$ cat src/rtl/dp_selmux_rr.sv
// Registered CH-way channel selector: forced / fixed-priority / round-robin grant
// feeding one output register with a valid/ready handshake.

module dp_selmux_rr_ch #(
    parameter int N = 32
) (
    input  logic         valid,
    input  logic         at_or_above_ptr,
    input  logic         grant,
    input  logic [N-1:0] data,
    output logic [N-1:0] data_m,
    output logic         rr_req
);
    assign data_m = grant ? data : '0;
    assign rr_req = valid & at_or_above_ptr;
endmodule

module dp_selmux_rr #(
    parameter int N     = 32,
    parameter int CH    = 4,
    parameter int SW    = 2,
    parameter     GROUP = "dpath1"
) (
    input  logic            CLK,
    input  logic            RST_N,
    input  logic [CH*N-1:0] IN_DATA,
    input  logic [CH-1:0]   IN_VALID,
    output logic [CH-1:0]   IN_READY,
    input  logic [1:0]      MODE,
    input  logic [SW-1:0]   SEL,
    output logic [N-1:0]    Y,
    output logic [SW-1:0]   Y_CH,
    output logic            Y_VALID,
    input  logic            Y_READY
);
    typedef struct packed {
        logic [N-1:0]  data;
        logic [SW-1:0] ch;
    } resp_t;

    logic [CH-1:0][N-1:0] din;
    logic [CH-1:0][N-1:0] din_m;
    logic [CH-1:0]        lo_mask;
    logic [CH-1:0]        rr_req;
    logic [CH-1:0]        pri_req;
    logic [CH-1:0]        grant;
    logic [SW-1:0]        ptr;
    logic [SW-1:0]        gidx;
    logic [N-1:0]         gdata;
    logic                 any_gnt;
    logic                 found;
    logic                 load;
    logic                 xfer;
    resp_t                y_q;
    logic                 y_vld;

    assign din = IN_DATA;
    // Channels below the pointer are masked out for the first round-robin pass.
    assign lo_mask = (CH'(1) << ptr) - CH'(1);

    for (genvar i = 0; i < CH; i++) begin : g_ch
        dp_selmux_rr_ch #(.N(N)) u_ch (
            .valid          (IN_VALID[i]),
            .at_or_above_ptr(~lo_mask[i]),
            .grant          (grant[i]),
            .data           (din[i]),
            .data_m         (din_m[i]),
            .rr_req         (rr_req[i])
        );
    end

    always_comb begin
        grant   = '0;
        found   = 1'b0;
        pri_req = IN_VALID;
        // Round-robin wraps to the lowest valid channel when nothing is at/above ptr.
        if (MODE == 2'b10 && |rr_req) pri_req = rr_req;
        if (MODE == 2'b00) begin
            for (int i = 0; i < CH; i++)
                if (SEL == SW'(i)) grant[i] = IN_VALID[i];
        end else begin
            for (int i = 0; i < CH; i++)
                if (pri_req[i] && !found) begin
                    grant[i] = 1'b1;
                    found    = 1'b1;
                end
        end
    end

    always_comb begin
        gidx  = '0;
        gdata = '0;
        for (int i = 0; i < CH; i++) begin
            if (grant[i]) gidx = gidx | SW'(i);
            gdata = gdata | din_m[i];
        end
    end

    assign any_gnt  = |grant;
    assign load     = ~y_vld | Y_READY;
    assign xfer     = load & any_gnt;
    assign IN_READY = grant & {CH{load & RST_N}};

    always_ff @(posedge CLK or negedge RST_N) begin
        if (!RST_N) begin
            y_q   <= '0;
            y_vld <= 1'b0;
            ptr   <= '0;
        end else if (load) begin
            y_vld <= any_gnt;
            if (any_gnt) begin
                y_q.data <= gdata;
                y_q.ch   <= gidx;
                if (MODE == 2'b10)
                    ptr <= (gidx == SW'(CH - 1)) ? '0 : gidx + 1'b1;
            end
        end
    end

    assign Y       = y_q.data;
    assign Y_CH    = y_q.ch;
    assign Y_VALID = y_vld;
endmodule

$ cat config.mk
export PLATFORM = sky130hd
export DESIGN_NAME = dp_selmux_rr
export DESIGN_NICKNAME = d
export VERILOG_FILES = /design/src/rtl/dp_selmux_rr.sv
export SDC_FILE = /design/constraint.sdc
export NUM_CORES = 1
export LEC_CHECK = 0
export CORE_UTILIZATION = 32
export DETAILED_ROUTE_END_ITERATION = 10
export GPL_TIMING_DRIVEN = 0
export PLACE_DENSITY = 0.78
export SKIP_CTS_REPAIR_TIMING = 1
export SYNTH_ARGS = -nofsm -noshare
export SYNTH_HDL_FRONTEND = slang
export SYNTH_SLANG_ARGS = --single-unit
$ cat constraint.sdc
create_clock -name CLK -period 2.2 [get_ports CLK]
set_input_delay 0.33 -clock CLK [delete_from_list [all_inputs] [get_ports CLK]]
set_output_delay 0.33 -clock CLK [all_outputs]
set_load 0.02 [all_outputs]
==> impl_metrics.csv <==
group,metric,value,unit
place,dp.cells,551,
synth,count_of_flip_flops_with_a_built_in_enable_after_synthesis,0,
detailed_routing,route.detailed.drc,0,
synth,synthesis.area,2500,um^2
timing,worst_slew_pin_slew,562,ps
floorplanning,initial_cell_density_of_the_core,33.8,%
synth,average_size_of_a_mapped_cell,9.10,um^2
place,gp_routability_congestion,0.792,
critical_path,setup.worst_path.start_class,"input pin",
place,placed_cell_area,4390,um^2
timing,timing.final.setup_violations,35,
clock_tree,cts_buf_count,5,
critical_path,reg2reg_from,"ptr[0]$_DFFE_PN0P_",
timing,layout_min_cycle_time,2410,ps
synth,post_synth_xor_area_fraction,0,%
detailed_routing,detail-route-antenna-nets,0,
clock_tree,numClockSinks,37,
synth,largest_family_of_logic_cells_by_synthesized_area,"compound AO/OA/AOI/OAI gates",
final_layout,layout-drive-gt1-share,18.2,%
pwr,power_per_cell_area,725,nW/um^2
timing,timing.slew.headroom,62.6,%
detailed_routing,drt-vias-per-instance,5.26,
clock_tree,clk-insertion-delay-late,290,ps
timing,maxClockFrequency,415,MHz
synth,synth_ff_type,"sky130_fd_sc_hd__dfrtp_1",
status,run_status,"finished with violations",
synth,synth.distinct_cells,34,
place,dp_hpwl,7.17,mm
detailed_routing,first_pass_iters,4,
synth,synthesis.instances,275,
synth,synth_area_leaders,"sky130_fd_sc_hd__dfrtp_1 37%, sky130_fd_sc_hd__mux2_1 15%, sky130_fd_sc_hd__o21ai_0 13%",
synth,proportion_of_synthesized_chip_area_in_sequential_cells,37.0,%
floorplanning,die_area,8170,um^2
global_route,first_pass_grt_wire_length,14.6,mm
final_layout,area_growth,98.2,%
global_route,grt_remaining_overflow,0,
worst_hold_path,hold_path_class,"in -> async",
floorplanning,total_i_o_pin_count,178,
place,port_buffers,177,
critical_path,cp_data_arrival_time,2590,ps
detailed_routing,detailroute.via_count,3089,
job,maxCapViolations,0,
clock_tree,cts.htree.levels,2,
timing,final_max_slew_viol_count,0,
clock_tree,cts_tree,"done",
critical_path,critical_path.max_fanout,10,
clock_tree,clk_root_buffer_cell,"sky130_fd_sc_hd__clkbuf_8",
final_layout,antenna_cells_inserted,0,
synth,net_count_after_synthesis,414,
timing,final_hold_fails,0,
timing,hold-worst-slack,53.3,ps
clock_tree,ctsLongestPathBuffers,2,
global_route,groute.usage.overall,22.5,%
final_layout,fill_cells,601,
critical_path,criticalPathCategory,"in -> reg",
final_layout,layout.cells.non_filler,587,
critical_path,critPathRequiredTime,2370,ps
synth,synth_top_area_cell,"sky130_fd_sc_hd__dfrtp_1",
detailed_routing,wire_per_inst,17.0,um
synth,area_fraction_in_and_or_nand_and_nor_cells_after_synthesis,14.3,%
global_route,maximum_number_of_pins_on_one_net_before_global_route_repair,39,
detailed_routing,drt_first_iter_violations,85,
floorplanning,core_area,7410,um^2
synth,most_used_standard_cell_by_instance_count_after_synthesis,"sky130_fd_sc_hd__o21ai_0",
final_layout,finish.net_count,627,
timing,rsz0062_at_grt,"true",
global_route,grt_pass1_vias,2946,
timing,period_share,110,%
critical_path,worstSetupEndpointType,"register",
floorplanning,floorplan.die.height,90.4,um
synth,synth.top_cell.area_share,37.0,%
synth,adder_and_majority_gate_portion_of_the_synthesized_area,0,%
timing,setup_ws,-212,ps
synth,fraction_of_synthesized_area_in_multiplexers,14.9,%
clock_tree,path_clk_slew,70,ps
status,violations,"negative setup slack",
synth,synth_compound_gate_area_share,29.0,%
global_route,number_of_antenna_violations_at_the_first_check_in_global_routing,0,
final_layout,fin_area,4960,um^2
synth,synth_common_cells,"67 x sky130_fd_sc_hd__o21ai_0, 37 x sky130_fd_sc_hd__dfrtp_1, 34 x sky130_fd_sc_hd__nand3_1",
synth,async_reset_ff_share,100,%
floorplanning,die-width,90.4,um
pwr,max-vdd-ir-drop,0.445,mV
critical_path,reg2regPathDepth,9,
floorplanning,rows,31,
detailed_routing,totalWireLength,9.96,mm
pwr,total_leakage_power,0.00207,uW
synth,ys_warn_count,0,
timing,clock_skew,5.62,ps
critical_path,critPathLaunch,"SEL[0]",
synth,synth_seq_cells,37,
final timing paths:
check	to	slack (ps)
max in group asynchronous	ptr[1]$_DFFE_PN0P_	1730
min in group CLK	Y[2]$_DFFE_PN0P_	490
min	Y[5]$_DFFE_PN0P_	50
min reg2reg	Y[2]$_DFFE_PN0P_	490
max reg2reg	Y[10]$_DFFE_PN0P_	-200
max	Y[10]$_DFFE_PN0P_	-210
layout make-up:
cell class                 count  area, um^2  share of cell area (%)
timing repair buffer         206        2030                    40.9
buffer                        21         153                    3.08
tap                           99         124                    2.50
multi-input combinational    212        1620                    32.7
clock buffer                   7        86.3                    1.74
inverter                       5        18.8                   0.379
sequential                    37         928                    18.7
critical path, stage by stage:
cell	delay, ps
sky130_fd_sc_hd__clkdlybuf4s50_1	580
sky130_fd_sc_hd__and2_1	170
sky130_fd_sc_hd__o21ai_1	90
sky130_fd_sc_hd__a311oi_4	380
sky130_fd_sc_hd__buf_4	200
sky130_fd_sc_hd__nor3_4	50
sky130_fd_sc_hd__a21oi_4	160
sky130_fd_sc_hd__buf_12	150
sky130_fd_sc_hd__buf_12	150
sky130_fd_sc_hd__mux2_1	320
per-stage QoR:
step                setup TNS (ps)  util (%)  worst slack [ps]  power, uW
floorplan                        0         -              8.34       1900
global placement            -42560      59.4             -1450       2790
detailed placement          -36230      59.3             -1270       2830
CTS                         -25180      60.5             -1280       3320
global route                 -9070      66.9              -289       3780
finish                       -6340      66.9              -212       3590
layout by cell type, fill, tap and decap left out, types with 8 or more instances in the layout:
| master | count |
|---|---|
| sky130_fd_sc_hd__buf_4 | 29 |
| sky130_fd_sc_hd__a22oi_1 | 32 |
| sky130_fd_sc_hd__clkbuf_1 | 10 |
| sky130_fd_sc_hd__o21ai_1 | 8 |
| sky130_fd_sc_hd__dfrtp_1 | 35 |
| sky130_fd_sc_hd__mux2_4 | 14 |
| sky130_fd_sc_hd__nand3_1 | 34 |
| sky130_fd_sc_hd__o21ai_0 | 62 |
| sky130_fd_sc_hd__clkdlybuf4s50_1 | 167 |
| sky130_fd_sc_hd__mux2_1 | 19 |
layer usage:
metal | global-route usage, % | part of all wire, % | vias to the layer above
li1 | - | - | 1463
met1 | 25.9 | 40 | 1455
met2 | 40.1 | 49 | 153
met3 | 6.65 | 8.5 | 18
met4 | 6.59 | 1.9 | 0
met5 | 0 | 0 | -
flip-flops by register name, indices dropped and copies added (netlist names):
| register | flops |
|---|---|
| Y | 32 |
| Y_CH | 2 |
| ptr | 2 |
| Y_VALID | 1 |
where the power goes:
group | internal, uW | switching [uW]
logic | 1140 | 881
clock network | 249 | 233
registers | 939 | 152
kinds of logic after synthesis:
group	Yosys count
compound gates	113
buf+inv	26
flops	37
mux	33
simple gates	66
No activity file was read; power rests on OpenSTA's default activity.
